**config.mk**
```make
export PLATFORM = sky130hd
export DESIGN_NAME = muldiv_unit
export DESIGN_NICKNAME = d
export VERILOG_FILES = /design/src/rtl/rv32m_pkg.sv /design/src/rtl/muldiv_sign_fix.sv /design/src/rtl/muldiv_unit.sv
export SDC_FILE = /design/constraint.sdc
export NUM_CORES = 1
export LEC_CHECK = 0
export ABC_AREA = 1
export CAP_MARGIN = 30
export CORE_MARGIN = 2
export CORE_UTILIZATION = 37
export DETAILED_ROUTE_END_ITERATION = 10
export HOLD_SLACK_MARGIN = 0.06
export PLACE_DENSITY = 0.55
export SLEW_MARGIN = 10
export SYNTH_ARGS = -nofsm -noshare
export SYNTH_HDL_FRONTEND = slang
export SYNTH_SLANG_ARGS = --single-unit
```
**constraint.sdc**
```tcl
create_clock -name clk -period 3.5 [get_ports clk]
set_input_delay 0.7 -clock clk [delete_from_list [all_inputs] [get_ports clk]]
set_output_delay 0.7 -clock clk [all_outputs]
set_load 0.1 [all_outputs]
```
**src/rtl/rv32m_pkg.sv**
```systemverilog
// Shared definitions for the RV32M multiply/divide unit: funct3 encodings,
// FSM state type, fixed latency and operand-signedness helpers.
package rv32m_pkg;

  localparam logic [2:0] OP_MUL    = 3'b000;
  localparam logic [2:0] OP_MULH   = 3'b001;
  localparam logic [2:0] OP_MULHSU = 3'b010;
  localparam logic [2:0] OP_MULHU  = 3'b011;
  localparam logic [2:0] OP_DIV    = 3'b100;
  localparam logic [2:0] OP_DIVU   = 3'b101;
  localparam logic [2:0] OP_REM    = 3'b110;
  localparam logic [2:0] OP_REMU   = 3'b111;

  // Cycles from the accepting edge's cycle (cycle 0) to the done cycle.
  localparam int MD_LATENCY = 34;

  typedef enum logic [1:0] {
    IDLE = 2'd0,
    CALC = 2'd1,
    FIX  = 2'd2,
    DONE = 2'd3
  } md_state_e;

  // rs1 is treated as signed by MULH, MULHSU, DIV and REM.
  function automatic logic a_is_signed(input logic [2:0] op);
    return (op == OP_MULH) || (op == OP_MULHSU) || (op == OP_DIV) || (op == OP_REM);
  endfunction

  // rs2 is treated as signed by MULH, DIV and REM.
  function automatic logic b_is_signed(input logic [2:0] op);
    return (op == OP_MULH) || (op == OP_DIV) || (op == OP_REM);
  endfunction

endpackage

```
**src/rtl/muldiv_sign_fix.sv**
```systemverilog
// FIX-stage result formation: sign correction of the unsigned magnitude
// result, result selection by funct3 and the divide special-case overrides.
module muldiv_sign_fix
  import rv32m_pkg::*;
#(
  parameter int XLEN = 32
) (
  input  logic [2:0]      op_i,
  input  logic [XLEN-1:0] hi_i,        // product high half / remainder
  input  logic [XLEN-1:0] lo_i,        // product low half / quotient
  input  logic            neg_a_i,
  input  logic            neg_b_i,
  input  logic            div_zero_i,
  input  logic            ovf_i,
  output logic [XLEN-1:0] result_o
);

  logic [2*XLEN-1:0] prod;
  logic [2*XLEN-1:0] prod_s;
  logic [XLEN-1:0]   quo_s;
  logic [XLEN-1:0]   rem_s;

  // Negate magnitudes where needed, then pick the field funct3 asks for.
  // A zero divisor leaves the remainder equal to |A| with A's sign, which is
  // A itself, so only the quotient needs an explicit override.
  always_comb begin
    prod     = {hi_i, lo_i};
    prod_s   = (neg_a_i ^ neg_b_i) ? -prod : prod;
    quo_s    = (neg_a_i ^ neg_b_i) ? -lo_i : lo_i;
    rem_s    = neg_a_i ? -hi_i : hi_i;
    result_o = '0;
    case (op_i)
      OP_MUL:                       result_o = prod_s[XLEN-1:0];
      OP_MULH, OP_MULHSU, OP_MULHU: result_o = prod_s[2*XLEN-1:XLEN];
      OP_DIV, OP_DIVU:              result_o = quo_s;
      OP_REM, OP_REMU:              result_o = rem_s;
      default:                      result_o = '0;
    endcase
    if (op_i[2] && !op_i[1] && div_zero_i) begin
      result_o = '1;
    end else if (ovf_i) begin
      result_o = op_i[1] ? '0 : {1'b1, {(XLEN-1){1'b0}}};
    end
  end

endmodule

```
**src/rtl/muldiv_unit.sv**
```systemverilog
// Iterative RV32M multiply/divide unit. One radix-2 step per cycle through a
// shared 33-bit adder/subtractor and a 64-bit {hi, lo} shift register.
//
// Handshake: start is held high by the core while the M instruction sits in
// execute; it is sampled only in IDLE. stall stays high until the DONE cycle,
// where done pulses for one cycle with result valid; result then holds until
// the next operation finishes.
module muldiv_unit
  import rv32m_pkg::*;
#(
  parameter int XLEN = 32
) (
  input  logic            clk,
  input  logic            rst_n,
  input  logic            start,
  input  logic [2:0]      op,
  input  logic [XLEN-1:0] A,
  input  logic [XLEN-1:0] B,
  output logic            stall,
  output logic            done,
  output logic [XLEN-1:0] result,
  output logic [1:0]      dbg_state
);

  localparam logic [5:0] CNT_LAST = 6'(XLEN - 1);

  md_state_e       state_q, state_d;
  logic [5:0]      cnt_q, cnt_d;
  logic [2:0]      op_q, op_d;
  logic            neg_a_q, neg_a_d;
  logic            neg_b_q, neg_b_d;
  logic            div_zero_q, div_zero_d;
  logic            ovf_q, ovf_d;
  logic [XLEN-1:0] hi_q, hi_d;
  logic [XLEN-1:0] lo_q, lo_d;
  logic [XLEN-1:0] opnd_q, opnd_d;     // multiplicand or divisor magnitude
  logic [XLEN-1:0] result_q, result_d;
  logic            done_q, done_d;

  logic            in_neg_a, in_neg_b;
  logic [XLEN-1:0] mag_a, mag_b;
  logic [XLEN:0]   add_a, add_b;
  logic            add_cin;
  logic [XLEN+1:0] add_sum;
  logic [XLEN-1:0] fix_result;

  assign stall     = (state_q == IDLE) ? start : (state_q != DONE);
  assign done      = done_q;
  assign result    = result_q;
  assign dbg_state = state_q;

  // Next-state logic of the control FSM.
  always_comb begin
    state_d = state_q;
    case (state_q)
      IDLE:    if (start) state_d = CALC;
      CALC:    if (cnt_q == CNT_LAST) state_d = FIX;
      FIX:     state_d = DONE;
      DONE:    state_d = IDLE;
      default: state_d = IDLE;
    endcase
  end

  // Operand magnitudes at acceptance, taken only for signed operand slots.
  always_comb begin
    in_neg_a = A[XLEN-1] & a_is_signed(op);
    in_neg_b = B[XLEN-1] & b_is_signed(op);
    mag_a    = in_neg_a ? -A : A;
    mag_b    = in_neg_b ? -B : B;
  end

  // Shared adder: add the multiplicand when the multiplier LSB is set, or
  // subtract the divisor from the left-shifted partial remainder. Bit XLEN+1
  // of the sum is the no-borrow flag in divide mode.
  always_comb begin
    if (op_q[2]) begin
      add_a   = {hi_q, lo_q[XLEN-1]};
      add_b   = ~{1'b0, opnd_q};
      add_cin = 1'b1;
    end else begin
      add_a   = {1'b0, hi_q};
      add_b   = lo_q[0] ? {1'b0, opnd_q} : '0;
      add_cin = 1'b0;
    end
    add_sum = {1'b0, add_a} + {1'b0, add_b} + {{(XLEN+1){1'b0}}, add_cin};
  end

  muldiv_sign_fix #(.XLEN(XLEN)) u_sign_fix (
    .op_i       (op_q),
    .hi_i       (hi_q),
    .lo_i       (lo_q),
    .neg_a_i    (neg_a_q),
    .neg_b_i    (neg_b_q),
    .div_zero_i (div_zero_q),
    .ovf_i      (ovf_q),
    .result_o   (fix_result)
  );

  // Datapath next-state: latch on accept, iterate in CALC, register in FIX.
  always_comb begin
    cnt_d      = cnt_q;
    op_d       = op_q;
    neg_a_d    = neg_a_q;
    neg_b_d    = neg_b_q;
    div_zero_d = div_zero_q;
    ovf_d      = ovf_q;
    hi_d       = hi_q;
    lo_d       = lo_q;
    opnd_d     = opnd_q;
    result_d   = result_q;
    done_d     = 1'b0;
    case (state_q)
      IDLE: begin
        if (start) begin
          cnt_d      = '0;
          op_d       = op;
          neg_a_d    = in_neg_a;
          neg_b_d    = in_neg_b;
          div_zero_d = op[2] && (B == '0);
          ovf_d      = ((op == OP_DIV) || (op == OP_REM)) &&
                       (A == {1'b1, {(XLEN-1){1'b0}}}) && (B == '1);
          hi_d       = '0;
          lo_d       = op[2] ? mag_a : mag_b;
          opnd_d     = op[2] ? mag_b : mag_a;
        end
      end
      CALC: begin
        cnt_d = cnt_q + 6'd1;
        if (op_q[2]) begin
          if (add_sum[XLEN+1]) begin
            hi_d = add_sum[XLEN-1:0];
            lo_d = {lo_q[XLEN-2:0], 1'b1};
          end else begin
            hi_d = add_a[XLEN-1:0];
            lo_d = {lo_q[XLEN-2:0], 1'b0};
          end
        end else begin
          {hi_d, lo_d} = {add_sum[XLEN:0], lo_q[XLEN-1:1]};
        end
      end
      FIX: begin
        result_d = fix_result;
        done_d   = 1'b1;
      end
      default: ;
    endcase
  end

  // State and datapath registers; reset aborts any operation in flight.
  always_ff @(posedge clk or negedge rst_n) begin
    if (!rst_n) begin
      state_q    <= IDLE;
      cnt_q      <= '0;
      op_q       <= '0;
      neg_a_q    <= 1'b0;
      neg_b_q    <= 1'b0;
      div_zero_q <= 1'b0;
      ovf_q      <= 1'b0;
      hi_q       <= '0;
      lo_q       <= '0;
      opnd_q     <= '0;
      result_q   <= '0;
      done_q     <= 1'b0;
    end else begin
      state_q    <= state_d;
      cnt_q      <= cnt_d;
      op_q       <= op_d;
      neg_a_q    <= neg_a_d;
      neg_b_q    <= neg_b_d;
      div_zero_q <= div_zero_d;
      ovf_q      <= ovf_d;
      hi_q       <= hi_d;
      lo_q       <= lo_d;
      opnd_q     <= opnd_d;
      result_q   <= result_d;
      done_q     <= done_d;
    end
  end

endmodule

```
==> impl_metrics.csv <==
group,metric,value,unit
yosys,syn_area_per_cell,5.87,um2
clock_network,cts_hold_buf,0,
placed_design,place_congestion,0.992,
yosys,syn_nets,2750,
floorplanning,start_util,0.377,
timing,hold_viol,0,
setup_path,critPathMaxFanout,40,
floorplanning,die_area,43500,um2
timing,finalWorstPathRequiredPeriod,3.34,ns
setup_path,crit_required,3.87,ns
flow_run,drv_cap,0,
timing,maxSlewViolCount,0,
clock_network,cts-htree-levels,4,
setup_path,r2r_start,"op_q[2]$_DFFE_PN0P_",
grt,grt_pass1_wl,109000,um
min_path,hold_path_class,"primary input to asynchronous set/reset pin",
timing,fin_hold_ws,0.207,ns
yosys,async_flop_share,1.00,
yosys,synth-seq-area-share,0.233,
clock_network,cts_tree,"built",
setup_path,crit_type,"flip-flop to flip-flop",
grt,grt.total_usage,0.336,
yosys,synth-seq-cells,144,
layout,antennaDiodeCount,0,
grt,antenna_found_initial,0,
yosys,netlist_area,15500,um2
grt,grt_overflow_total,0,
floorplanning,ioPinCount,106,
layout,instances_no_fill,3281,
routing,drt-initial-drc-count,1893,
yosys,yosys-top-cells-area,"dfrtp_1 23%, nand2_1 19%, nand3_1 10%, nor2_1 7.2%, o21ai_0 6.4%",
clock_network,clk_latency,0.49,ns
floorplanning,die_h,209,um
grt,grt_pass1_vias,17500,
status,status,"finished, final reports clean",
floorplanning,row_count,74,
setup_path,startpoint,"op_q[2]$_DFFE_PN0P_",
yosys,synth_edf_count,0,
placed_design,portBuffers,105,
yosys,yosysUniqueCellTypes,54,
layout,area_growth,16.9,%
clock_network,clk_pin_slew,0.08,ns
routing,dr.pass1.iters,6,
placed_design,postPlaceCellArea,17400,um2
clock_network,cts_buffers,17,
yosys,ys.flop_type,"dfrtp_1",
timing,final-setup-viol-count,0,
timing,tightest_slew,0.986,ns
timing,fin_crit_sh,0.954,
layout,design_area,18100,um2
setup_path,end_kind,"flip-flop",
yosys,ys_warn_count,0,
setup_path,cp-start-kind,"flip-flop",
layout,final_cell_mix,"803 x nand2_1, 318 x nand3_1, 294 x nor2_1",
setup_path,r2r_cells,14,
routing,remaining_drc_errors,0,
setup_path,cp.arrival,3.71,ns
floorplanning,core_area,41100,um2
placed_design,dp_hpwl,59200,um
routing,post_drt_wl_per_cell,22.4,um
clock_network,cts_root_buf,"clkbuf_16",
layout,drive_gt1_frac,0.0644,
yosys,synth_top_area_cell,"dfrtp_1",
clock_network,clock_path_buffers,2,
routing,routed_via_density,5.68,
timing,maxSlewHeadroom,0.340,
floorplanning,die_x,209,um
placed_design,dp_cells,3243,
yosys,syn_inst,2636,
grt,grt_max_degree,74,
timing,rsz0062_at_grt,"yes",
yosys,yosysTopAreaCellShare,0.233,
routing,wl,73400,um
timing,fmax,0.299,GHz
timing,fin_worst_skew,0.0135,ns
layout,final_common_cell,"nand2_1",
routing,vias,18700,
layout,nets,2850,
clock_network,numClockSinks,144,
routing,postRouteAntennaNets,0,
## critical path: stages, from the launching register on
cell and delay, ns:
dfrtp_4 0.44, clkinv_2 0.15, buf_12 0.21, o21ai_0 0.54
ha_1 0.41, nand4_1 0.15, or2_1 0.15, nor2_1 0.07
nor3_2 0.26, nand2_4 0.22, nor2_8 0.22, buf_4 0.17
nand2_1 0.06, nand3_1 0.09, nand2_1 0.06
## worst paths after layout
| kind | to | slack (ns) |
|---|---|---|
| max | hi_q[31]$_DFFE_PN0P_ | 0.16 |
| min | hi_q[30]$_DFFE_PN0P_ | 0.21 |
| max reg2reg | hi_q[31]$_DFFE_PN0P_ | 0.16 |
| min reg2reg | div_zero_q$_DFFE_PN0P_ | 0.49 |
| max in group asynchronous | opnd_q[16]$_DFFE_PN0P_ | 2.45 |
| min in group clk | div_zero_q$_DFFE_PN0P_ | 0.49 |
## through the flow
stage | setup WS [ns] | TNS, ns | utilization
5_1_grt | -0.00253 | -0.00253 | 0.440
3_3_place_gp | 0.0868 | 0 | 0.424
4_1_cts | 0.0394 | 0 | 0.438
3_5_place_dp | 0.0667 | 0 | 0.424
6_report | 0.160 | 0 | 0.440
2_1_floorplan | 0.0235 | 0 | -
## layout make-up
cell class	instances	area, um2
inverter	230	868
sequential	144	3610
timing repair buffer	193	1810
tap	532	666
clock buffer	18	429
clock inverter	14	149
fill	4537	23000
multi-input combinational	2150	10600
## cell families after synthesis
family                     Yosys count  synth area share
and+or+nand+nor                   1547             0.425
AOI/OAI and AO/OA                  480             0.174
buffers and inverters              343            0.0872
DFF                                144             0.233
xor gates and xnor gates            77            0.0436
adders and majority gates           44            0.0365
muxes                                1          0.000727
## state kept, by name, summed over array words and instances (netlist names)
signal,flops
ovf_q,1
op_q,3
lo_q,32
neg_b_q,1
neg_a_q,1
div_zero_q,1
done,1
result,32
dbg_state,2
opnd_q,32
hi_q,32
cnt_q,6
## synthesized netlist by cell type (20+ instances only)
cell	n
nand3b_1	25
nand4_1	45
inv_1	222
o21ai_0	197
buf_2	20
xnor2_1	24
xor2_1	53
o211ai_1	56
clkbuf_1	75
ha_1	42
a21oi_1	147
nor2_1	296
dfrtp_1	144
nand2_1	804
nor3_1	26
nand3_1	318
## layer usage
| metal | share of wire | wire (um) | global-route usage |
|---|---|---|---|
| met1 | 0.43 | 31600 | 0.446 |
| met2 | 0.46 | 33500 | 0.541 |
| met3 | 0.063 | 4640 | 0.0411 |
| met5 | 0 | 0 | 0 |
| met4 | 0.049 | 3630 | 0.166 |
## what timing repair did
item	4_1_cts	5_1_grt
resized for setup	0	8
setup buffers	0	4
setup endpoints to repair	0	32
Power is not shown: default switching activity piles up to over one toggle a cycle in this logic, so the estimate is an artifact.
